==> src/rtl/hit_packet_rx_pkg.sv <==
// Shared constants and types for the IR hit-packet receiver.
// Framing bytes, coordinate widths and the packet-assembly state encoding live here.
package hit_packet_rx_pkg;

    localparam logic [7:0] SYNC_BYTE = 8'hA5;
    localparam int         PKT_LEN   = 6;
    localparam int         X_W       = 11;
    localparam int         Y_W       = 10;

    // One state per byte position in the packet.
    typedef enum logic [$clog2(PKT_LEN)-1:0] {
        ST_HUNT,
        ST_XH,
        ST_XL,
        ST_YH,
        ST_YL,
        ST_CHK
    } state_t;

endpackage

==> src/rtl/rx_gap_timer.sv <==
// Clearable up-counter that saturates at LIMIT and flags when it is there.
// START_SAT selects whether reset leaves it at zero or already saturated.
module rx_gap_timer #(
    parameter int LIMIT     = 16,
    parameter bit START_SAT = 1'b0
) (
    input  logic clk,
    input  logic reset_n,
    input  logic clear,
    input  logic enable,
    output logic hit
);

    localparam int            W       = $clog2(LIMIT + 1);
    localparam logic [W-1:0]  LIMIT_V = W'(LIMIT);

    logic [W-1:0] count_reg;

    always_ff @(posedge clk or negedge reset_n) begin
        if (!reset_n) begin
            count_reg <= START_SAT ? LIMIT_V : '0;
        end else if (clear) begin
            count_reg <= '0;
        end else if (enable && (count_reg != LIMIT_V)) begin
            count_reg <= count_reg + 1'b1;
        end
    end

    assign hit = (count_reg == LIMIT_V);

endmodule

==> src/rtl/hit_packet_rx.sv <==
// Assembles 6-byte IR hit packets, validates sync/checksum/range/repeats and
// emits a one-cycle trigger with held x/y, or a pkt_err pulse with a saturating count.
module hit_packet_rx
    import hit_packet_rx_pkg::*;
#(
    parameter int TIMEOUT    = 640_000,
    parameter int DUP_WINDOW = 32_500_000,
    parameter int H_ACTIVE   = 1024,
    parameter int V_ACTIVE   = 768
) (
    input  logic           clk,
    input  logic           reset_n,
    input  logic           rx_valid,
    input  logic [7:0]     rx_byte,
    output logic           trigger,
    output logic [X_W-1:0] x,
    output logic [Y_W-1:0] y,
    output logic           pkt_err,
    output logic [7:0]     err_count
);

    localparam logic [X_W:0] H_LIM = (X_W + 1)'(H_ACTIVE);
    localparam logic [Y_W:0] V_LIM = (Y_W + 1)'(V_ACTIVE);

    state_t         state_reg, state_next;
    logic [2:0]     x_hi_reg;
    logic [7:0]     x_lo_reg;
    logic [1:0]     y_hi_reg;
    logic [7:0]     y_lo_reg;
    logic [7:0]     chk_reg;

    logic           gap_hit, dup_hit;
    logic           timeout, byte_ok;
    logic           accept, reject;
    logic           is_dup;
    logic [X_W-1:0] cand_x;
    logic [Y_W-1:0] cand_y;

    assign cand_x  = {x_hi_reg, x_lo_reg};
    assign cand_y  = {y_hi_reg, y_lo_reg};
    assign timeout = gap_hit && (state_reg != ST_HUNT);
    // A byte arriving on the timeout cycle is dropped, never reconsidered as SYNC.
    assign byte_ok = rx_valid && !timeout;
    assign is_dup  = !dup_hit && (cand_x == x) && (cand_y == y);

    rx_gap_timer #(
        .LIMIT     (TIMEOUT),
        .START_SAT (1'b0)
    ) u_gap_timer (
        .clk     (clk),
        .reset_n (reset_n),
        .clear   (rx_valid || (state_reg == ST_HUNT)),
        .enable  (state_reg != ST_HUNT),
        .hit     (gap_hit)
    );

    // Starts saturated so the very first valid hit can never be a duplicate.
    rx_gap_timer #(
        .LIMIT     (DUP_WINDOW),
        .START_SAT (1'b1)
    ) u_dup_timer (
        .clk     (clk),
        .reset_n (reset_n),
        .clear   (accept),
        .enable  (1'b1),
        .hit     (dup_hit)
    );

    always_comb begin
        state_next = state_reg;
        accept     = 1'b0;
        reject     = 1'b0;
        if (timeout) begin
            reject     = 1'b1;
            state_next = ST_HUNT;
        end else if (rx_valid) begin
            unique case (state_reg)
                ST_HUNT: begin
                    if (rx_byte == SYNC_BYTE) state_next = ST_XH;
                end
                ST_XH: begin
                    if (rx_byte[7:3] != 5'd0) begin
                        reject     = 1'b1;
                        state_next = ST_HUNT;
                    end else begin
                        state_next = ST_XL;
                    end
                end
                ST_XL: state_next = ST_YH;
                ST_YH: begin
                    if (rx_byte[7:2] != 6'd0) begin
                        reject     = 1'b1;
                        state_next = ST_HUNT;
                    end else begin
                        state_next = ST_YL;
                    end
                end
                ST_YL: state_next = ST_CHK;
                ST_CHK: begin
                    state_next = ST_HUNT;
                    if (rx_byte != chk_reg) begin
                        reject = 1'b1;
                    end else if (({1'b0, cand_x} >= H_LIM) || ({1'b0, cand_y} >= V_LIM)) begin
                        reject = 1'b1;
                    end else if (!is_dup) begin
                        accept = 1'b1;
                    end
                end
                default: state_next = ST_HUNT;
            endcase
        end
    end

    always_ff @(posedge clk or negedge reset_n) begin
        if (!reset_n) begin
            state_reg <= ST_HUNT;
            x_hi_reg  <= '0;
            x_lo_reg  <= '0;
            y_hi_reg  <= '0;
            y_lo_reg  <= '0;
            chk_reg   <= '0;
        end else begin
            state_reg <= state_next;
            if (byte_ok) begin
                unique case (state_reg)
                    ST_HUNT: chk_reg <= '0;
                    ST_XH: begin
                        x_hi_reg <= rx_byte[2:0];
                        chk_reg  <= chk_reg ^ rx_byte;
                    end
                    ST_XL: begin
                        x_lo_reg <= rx_byte;
                        chk_reg  <= chk_reg ^ rx_byte;
                    end
                    ST_YH: begin
                        y_hi_reg <= rx_byte[1:0];
                        chk_reg  <= chk_reg ^ rx_byte;
                    end
                    ST_YL: begin
                        y_lo_reg <= rx_byte;
                        chk_reg  <= chk_reg ^ rx_byte;
                    end
                    default: ;
                endcase
            end
        end
    end

    always_ff @(posedge clk or negedge reset_n) begin
        if (!reset_n) begin
            trigger   <= 1'b0;
            x         <= '0;
            y         <= '0;
            pkt_err   <= 1'b0;
            err_count <= '0;
        end else begin
            trigger <= accept;
            pkt_err <= reject;
            if (accept) begin
                x <= cand_x;
                y <= cand_y;
            end
            if (reject && (err_count != 8'hFF)) begin
                err_count <= err_count + 8'd1;
            end
        end
    end

endmodule

==> config.mk <==
export PLATFORM = sky130hd
export DESIGN_NAME = hit_packet_rx
export DESIGN_NICKNAME = d
export VERILOG_FILES = /design/src/rtl/hit_packet_rx_pkg.sv /design/src/rtl/rx_gap_timer.sv /design/src/rtl/hit_packet_rx.sv
export SDC_FILE = /design/constraint.sdc
export NUM_CORES = 1
export LEC_CHECK = 0
export ABC_AREA = 1
export CAP_MARGIN = 10
export CELL_PAD_IN_SITES_DETAIL_PLACEMENT = 1
export CELL_PAD_IN_SITES_GLOBAL_PLACEMENT = 1
export CORE_MARGIN = 4
export CORE_UTILIZATION = 48
export CTS_CLUSTER_DIAMETER = 80
export DETAILED_ROUTE_END_ITERATION = 6
export GPL_TIMING_DRIVEN = 0
export HOLD_SLACK_MARGIN = 0.05
export PLACE_DENSITY = 0.94
export SETUP_SLACK_MARGIN = 0.4
export SYNTH_ARGS = -nofsm -noshare
export SYNTH_HDL_FRONTEND = slang
export SYNTH_SLANG_ARGS = --single-unit
==> constraint.sdc <==
create_clock -name clk -period 2.51 [get_ports clk]
set_input_delay 0.502 -clock clk [delete_from_list [all_inputs] [get_ports clk]]
set_output_delay 0.502 -clock clk [all_outputs]
set_load 0.02 [all_outputs]
Word-level counts from Yosys, hierarchy flattened
Cells that the tools add are included.
{"block": "totals", "ff_bits": 108, "out_inout_bits": 31, "wordCells": 83}
{"block": "classes", "add_sub_neg": 3, "n_lt_le_gt_ge": 2, "n_eq_ne": 15, "n_mux": 24, "n_bitwise": 1, "reduce_logical": 25}
{"cell": "25-bit two-way mux", "n": 2}
{"cell": "20-bit two-way mux", "n": 2}
{"cell": "25-bit by 1-bit adder with 25-bit output (second input constant)", "n": 1}
{"cell": "25-bit == test (second input constant)", "n": 1}
{"cell": "25-bit != test (second input constant)", "n": 1}
{"cell": "20-bit by 1-bit adder with 20-bit output (second input constant)", "n": 1}
{"cell": "20-bit == test (second input constant)", "n": 1}
{"cell": "20-bit != test (second input constant)", "n": 1}
{"cell": "8-bit one-hot mux with 2 select lines", "n": 1}
{"cell": "3-bit one-hot mux with 5 select lines", "n": 1}
{"cell": "1-bit two-way mux", "n": 12}
{"cell": "3-bit two-way mux", "n": 4}
{"cell": "2-bit AND reduction", "n": 6}
{"cell": "11-bit == test", "n": 1}
{"cell": "11-bit greater-or-equal comparator (second input constant)", "n": 1}
{"cell": "10-bit == test", "n": 1}
{"cell": "10-bit greater-or-equal comparator (second input constant)", "n": 1}
{"cell": "8-bit by 1-bit adder with 8-bit output (second input constant)", "n": 1}
{"cell": "8-bit == test (second input constant)", "n": 1}
{"cell": "8-bit != test", "n": 1}
{"cell": "8-bit != test (second input constant)", "n": 1}
{"cell": "2-bit nonzero test", "n": 4}
{"cell": "8-bit bitwise XOR", "n": 1}
{"cell": "3-bit by 2-bit == test with 1-bit output (second input constant)", "n": 2}
{"cell": "13 further kinds", "n": 21}

Logic depth before layout (Yosys ltp)
{"block": "logic_depth", "word_depth": 11, "mapped_depth": 13}

Cells and area by module
From an unflattened synthesis, not the netlist that was laid out.
{"block": "unflattened", "cells_unflattened": 895, "hier_area_um2": 6376.1}
{"mod": "hit_packet_rx", "n_inst": 1, "cells_per_inst": 411, "area_each_um2": 3211.8, "seq_area_each_um2": 1576.5}
{"mod": "rx_gap_timer at u_dup_timer", "n_inst": 1, "cells_per_inst": 279, "area_each_um2": 1794.2, "seq_area_each_um2": 643.1}
{"mod": "rx_gap_timer at u_gap_timer", "n_inst": 1, "cells_per_inst": 205, "area_each_um2": 1370.1, "seq_area_each_um2": 500.5}

Worst setup path before layout
Ideal clock, no wire load.
{"block": "synth_path", "path_kind": "in2reg", "start": "in rx_byte[1]", "end": "reg u_dup_timer.count_reg[20]", "setup_ps": 112, "arrival_time_ps": 1508, "path_slack_ps": 889, "cell_stages": 11, "n_path_buf": 1, "path_cell_list": "inv_1 > nand2_1 > nand2_1 > nand2_1 > nor2_1 > nand3_1 > nor2_2 > nand3_4 > buf_12 > nand3b_2 > inv_2"}
{"block": "synth_between", "elab_chain_len": 6, "elab_cells_between_ends": 7, "classes_between": "eq/ne: 1; mux: 5; reduce/logical: 1"}
{"element": "from (decl)", "line_no": "hit_packet_rx.sv:14", "text": "input logic [7:0] rx_byte,"}
{"element": "8-bit != test *", "line_no": "hit_packet_rx.sv:101", "text": "if (rx_byte != chk_reg) begin"}
{"element": "1-bit two-way mux *", "line_no": "hit_packet_rx.sv:101"}
{"element": "1-bit two-way mux *", "line_no": "hit_packet_rx.sv:77", "text": "unique case (state_reg)"}
{"element": "1-bit two-way mux *", "line_no": "hit_packet_rx.sv:76", "text": "end else if (rx_valid) begin"}
{"element": "1-bit two-way mux *", "line_no": "hit_packet_rx.sv:73", "text": "if (timeout) begin"}
{"element": "25-bit two-way mux / 2-bit nonzero test (equally long branches)"}
{"element": "to (signal assigned)", "line_no": "rx_gap_timer.sv:21", "text": "count_reg <= START_SAT ? LIMIT_V : '0;"}
{"element": "to (signal assigned)", "line_no": "rx_gap_timer.sv:25", "text": "count_reg <= count_reg + 1'b1;"}
{"element": "to (decl)", "line_no": "rx_gap_timer.sv:17", "text": "logic [W-1:0] count_reg;"}
Mark *: on every way between the ends. The rest lies on a longest branch, timed or not.
A chain may end at the register's enable or synchronous reset.

Worst setup path in the final report
{"block": "layout_path", "start": "in rx_byte[0]", "end": "reg y[7]"}
{"block": "layout_between", "elab_chain_len": 5}
{"element": "8-bit != test", "line_no": "hit_packet_rx.sv:101"}
{"element": "1-bit two-way mux", "line_no": "hit_packet_rx.sv:101"}
{"element": "1-bit two-way mux", "line_no": "hit_packet_rx.sv:77"}
{"element": "1-bit two-way mux", "line_no": "hit_packet_rx.sv:76"}
{"element": "1-bit two-way mux", "line_no": "hit_packet_rx.sv:73"}
{"element": "to (signal assigned)", "line_no": "hit_packet_rx.sv:161", "text": "y <= cand_y;"}
{"element": "to (decl)", "line_no": "hit_packet_rx.sv:17", "text": "output logic [Y_W-1:0] y,"}
Every way passes these cells.

==> results.md <==
| Group | Item | Reported |
|:---|:---|:---|
| place | Count of buffers inserted at the top-level ports | 41 |
| detailed routing | Sum of routed wire length over all layers | 17900 um |
| setup path | Startpoint of the lowest-slack register-to-register path | state_reg[1]$_DFFE_PN0P_ |
| floorplan | Die Height | 119 um |
| setup path | Critical Path AT | 2.30 ns |
| setup path | Number of buffer and inverter instances along the worst setup path | 2 |
| min path | Min-Delay Path Class | in2async |
| floorplan | Starting Density | 49.2% |
| timing | Share of the clock period used by the worst path | 81.8% |
| clocking | H-tree lvl count | 3 |
| timing | Least-Margin Pin Slew | 0.767 ns |
| clocking | TritonCTS Buffers | 9 |
| detailed routing | DR DRC count | 0 |
| power and ir drop | PD cells | 714 nW/um^2 |
| timing | Clock Skews | 0.0130 ns |
| global routing | Number of antenna violations at the first check in global routing | 0 |
| floorplan | Area of the die | 14200 um^2 |
| detailed routing | Total number of vias | 5342 |
| setup path | Data required time of the critical path | 2.75 ns |
| timing | Final setup slack of the worst path | 0.456 ns |
| logic synthesis | Fraction of synthesized cell area taken by the top area cell type | 39.7% |
| timing | Final setup violating endpoints | 0 |
| logic synthesis | Cell taking the most area after synthesis | dfrtp_1 |
| place | Inst Count DP | 949 |
| clocking | Maximum root-to-sink buffer count | 2 |
| global routing | First-pass GRT wire length | 29600 um |
| finish | Number of diodes | 0 |
| setup path | Class of the most critical setup path | in2reg |
| clocking | Later-pin clock latency in the skew report | 0.36 ns |
| timing | Worst hold slack across all endpoints | 0.130 ns |
| setup path | Standard cell with the maximum stage delay on the critical path | clkdlybuf4s50_1 |
| finish | Share of the core filled with cells in the final layout | 58.0% |
| detailed routing | Pre-Repair DR Iteration Count | 5 |
| setup path | List of cells traversed by the critical path | clkdlybuf4s50_1 -> nand2_1 -> nand2_1 -> nand2_1 -> nor2_1 -> nand3_2 -> nor2_4 -> nand3_4 -> buf_6 -> nand2_1 -> nand2_1 |
| global routing | Pin count of the biggest net entering global routing | 68 |
| detailed routing | Wire length per cell | 18.5 um |
| global routing | Total global-route track usage | 26.3% |
| clocking | Count of hold buffers inserted by post-cts repair | 0 |
| logic synthesis | Post-Synthesis Cells | 739 |
| timing | Max-slew headroom | 48.5% |
| logic synthesis | Nets in the synthesized netlist | 755 |
| logic synthesis | Proportion of synthesized chip area in sequential cells | 45.9% |
| logic synthesis | Most common cell in the synthesized netlist | nand2_1 |
| logic synthesis | Dominant register cell in the synthesized netlist | dfrtp_1 |
| setup path | Startpoint Class | primary input |
| setup path | Kind of end point of the critical path | flop |
| clocking | Library cell used as clock root buffer | clkbuf_16 |
| floorplan | Number of top-level design ports | 42 |
| logic synthesis | Post-synth cell types | 43 |
| floorplan | Count of standard-cell rows | 40 |
| clocking | Sink count of the clock tree | 108 |
| timing | Peak Freq | 487 MHz |
| power and ir drop | Worst ir drop on vdd | 0.516 mV |
| logic synthesis | Yosys warnings | 0 |
| floorplan | Die extent in x | 119 um |
| floorplan | Core outline area | 12100 um^2 |
| place | Dpl cell area | 6580 um^2 |
| finish | Share of layout cells above drive strength 1 | 14.1% |
| logic synthesis | Cell types occupying the most area after synthesis | dfrtp_1 (40%), nand2_1 (12%), inv_1 (6.7%), dfstp_2 (6.2%), nand4_1 (3.9%) |
| finish | Final Instance Area | 6990 um^2 |
| detailed routing | Number of nets with antenna violations after detailed routing | 0 |
| finish | Number of standard cells in the final layout excluding fillers | 969 |
| detailed routing | Ratio of routed vias to standard cells | 5.51 |
| global routing | Number of global-route vias before repair | 5864 |
| logic synthesis | Total standard cell area after synthesis | 5930 um^2 |
| power and ir drop | Leakage power total | 3.40 nW |
| timing | RSZ-0062 raised after global routing | false |
| logic synthesis | Flip-flop and latch count after synthesis | 108 |
| place | Final GP Congestion | 0.845 |
| clocking | Reg clk slew, reported paths | 0.07 ns |
| logic synthesis | Most used standard cells in the synthesized netlist | nand2_1 (193), inv_1 (106), dfrtp_1 (94) |
| timing | Final critical delay including setup and external delays | 2.05 ns |
| finish | Post-layout net count | 812 |
| detailed routing | Number of DRC violations after detailed-routing iteration 0 | 348 |
| finish | Layout overhead on the synthesized area | 17.9% |
| timing | Final hold violations | 0 |
| setup path | Dominant delay contributor by cell family on the critical path | simple AND/OR/NAND/NOR gates |
| global routing | Global route total overflow | 0 |
| logic synthesis | Async set-or-reset flop fraction in the synthesized netlist | 100% |
| finish | Fill cell instance count of the final layout | 1441 |
| setup path | Stage delay of the slowest cell on the critical path | 0.56 ns |
| run | Count of max-cap constraint violations | 0 |
| place | Detail Placement HPWL | 11800 um |
| logic synthesis | Average cell area after synthesis | 8.02 um^2 |
| setup path | Cell mode on critical path | nand2_1 |
| run status | Result of the run | finished clean |
| finish | Number of flip-flops under the largest register name | 25 |
| place | Worst Setup Slack post-DPL | 0.0303 ns |
| logic synthesis | EDFF count, synth | 0 |
| setup path | Largest fanout on the critical path | 10 |
| setup path | Launch point of the critical path | rx_byte[0] |
| timing | Final Max Tran Viols | 0 |
| clocking | Clock tree from TritonCTS | built |
-- metrics by stage --
step | total power, mW | setup TNS [ns]
2_1_floorplan | 2.79 | 0
3_3_place_gp | 3.10 | -329.03
3_5_place_dp | 3.20 | 0
4_1_cts | 4.98 | 0
5_1_grt | 5.25 | 0
6_report | 4.99 | 0
-- final timing paths --
| kind | end | slack [ns] | cells after the start |
|---|---|---|---|
| max | y[7]$_DFFE_PN0N_ | 0.46 | 11 |
| min | u_dup_timer.count_reg[6]$_DFFE_PN0P_ | 0.13 | 1 |
| max reg2reg | chk_reg[1]$_DFFE_PN0P_ | 0.50 | 6 |
| min reg2reg | u_gap_timer.count_reg[13]$_DFFE_PN0P_ | 0.50 | 1 |
| max in group asynchronous | u_dup_timer.count_reg[19]$_DFFE_PN1P_ | 1.60 | 2 |
| min in group clk | u_gap_timer.count_reg[13]$_DFFE_PN0P_ | 0.50 | 1 |
-- repair_timing --
item	4_1_cts	5_1_grt
gates resized for setup	6	7
pin swaps	0	2
cloned	0	0
buffers inserted	0	4
setup endpoints to repair	30	30
-- per-layer routing --
| layer | global-route usage (%) | up-vias | share of wire, % | wire (um) |
|---|---|---|---|---|
| met2 | 46.6 | 139 | 53 | 9420 |
| li1 | - | 2474 | - | - |
| met4 | 11.6 | 0 | 3.3 | 599 |
| met1 | 29.9 | 2672 | 40 | 7130 |
| met5 | 0 | - | 0 | 0 |
| met3 | 6.27 | 57 | 4.3 | 762 |
-- cell usage in the layout, fill, tap and decap left out, drive strengths merged --
| cell | Yosys | routed |
|---|---|---|
| o22ai | 1 | 1 |
| nand3 | 50 | 50 |
| nand4 | 38 | 38 |
| xnor2 | 13 | 13 |
| ha | 5 | 5 |
| o31ai | 1 | 1 |
| clkinvlp | 0 | 1 |
| nor2 | 62 | 62 |
| or2 | 5 | 5 |
| clkdlybuf4s50 | 0 | 39 |
| inv | 114 | 115 |
| dfstp | 14 | 14 |
| xor2 | 17 | 17 |
| clkbuf | 1 | 13 |
| buf | 15 | 20 |
| and3 | 1 | 1 |
| a221oi | 1 | 1 |
| nand2 | 201 | 201 |
| nor3b | 1 | 1 |
| bufinv | 0 | 3 |
| nor4 | 2 | 2 |
| nand3b | 8 | 8 |
| a31oi | 3 | 3 |
| a21o | 1 | 1 |
| nor3 | 26 | 26 |
| a21oi | 10 | 10 |
| and2 | 1 | 1 |
| o21ai | 53 | 53 |
| a22oi | 1 | 1 |
| dfrtp | 94 | 94 |
| dlymetal6s2s | 0 | 1 |
-- layout make-up --
cell class	count	area [um^2]	share of cell area [%]
buffer	16	133	1.90
clock buffer	11	253	3.61
clock inverter	5	106	1.52
inverter	114	428	6.12
multi-input combinational	501	2670	38.2
sequential	108	2720	38.9
tap	168	210	3.01
timing repair buffer	46	468	6.69
-- cell families (layout without fill, tap and decap cells) --
family	count (synthesis)	in the layout	synth area share (%)
AO/OA/AOI/OAI	71	71	6.29
XOR/XNOR	30	30	4.43
adder cells (fa/ha/maj)	5	5	1.06
buffers and inverters	130	192	9.37
flip-flops	108	108	45.9
AND/OR/NAND/NOR	395	395	33.0
-- power by group --
part | internal, mW | switching (mW)
logic | 0.393 | 0.747
registers | 1.92 | 0.213
clock network | 1.03 | 0.684
Power figures use the tool's default switching activity.
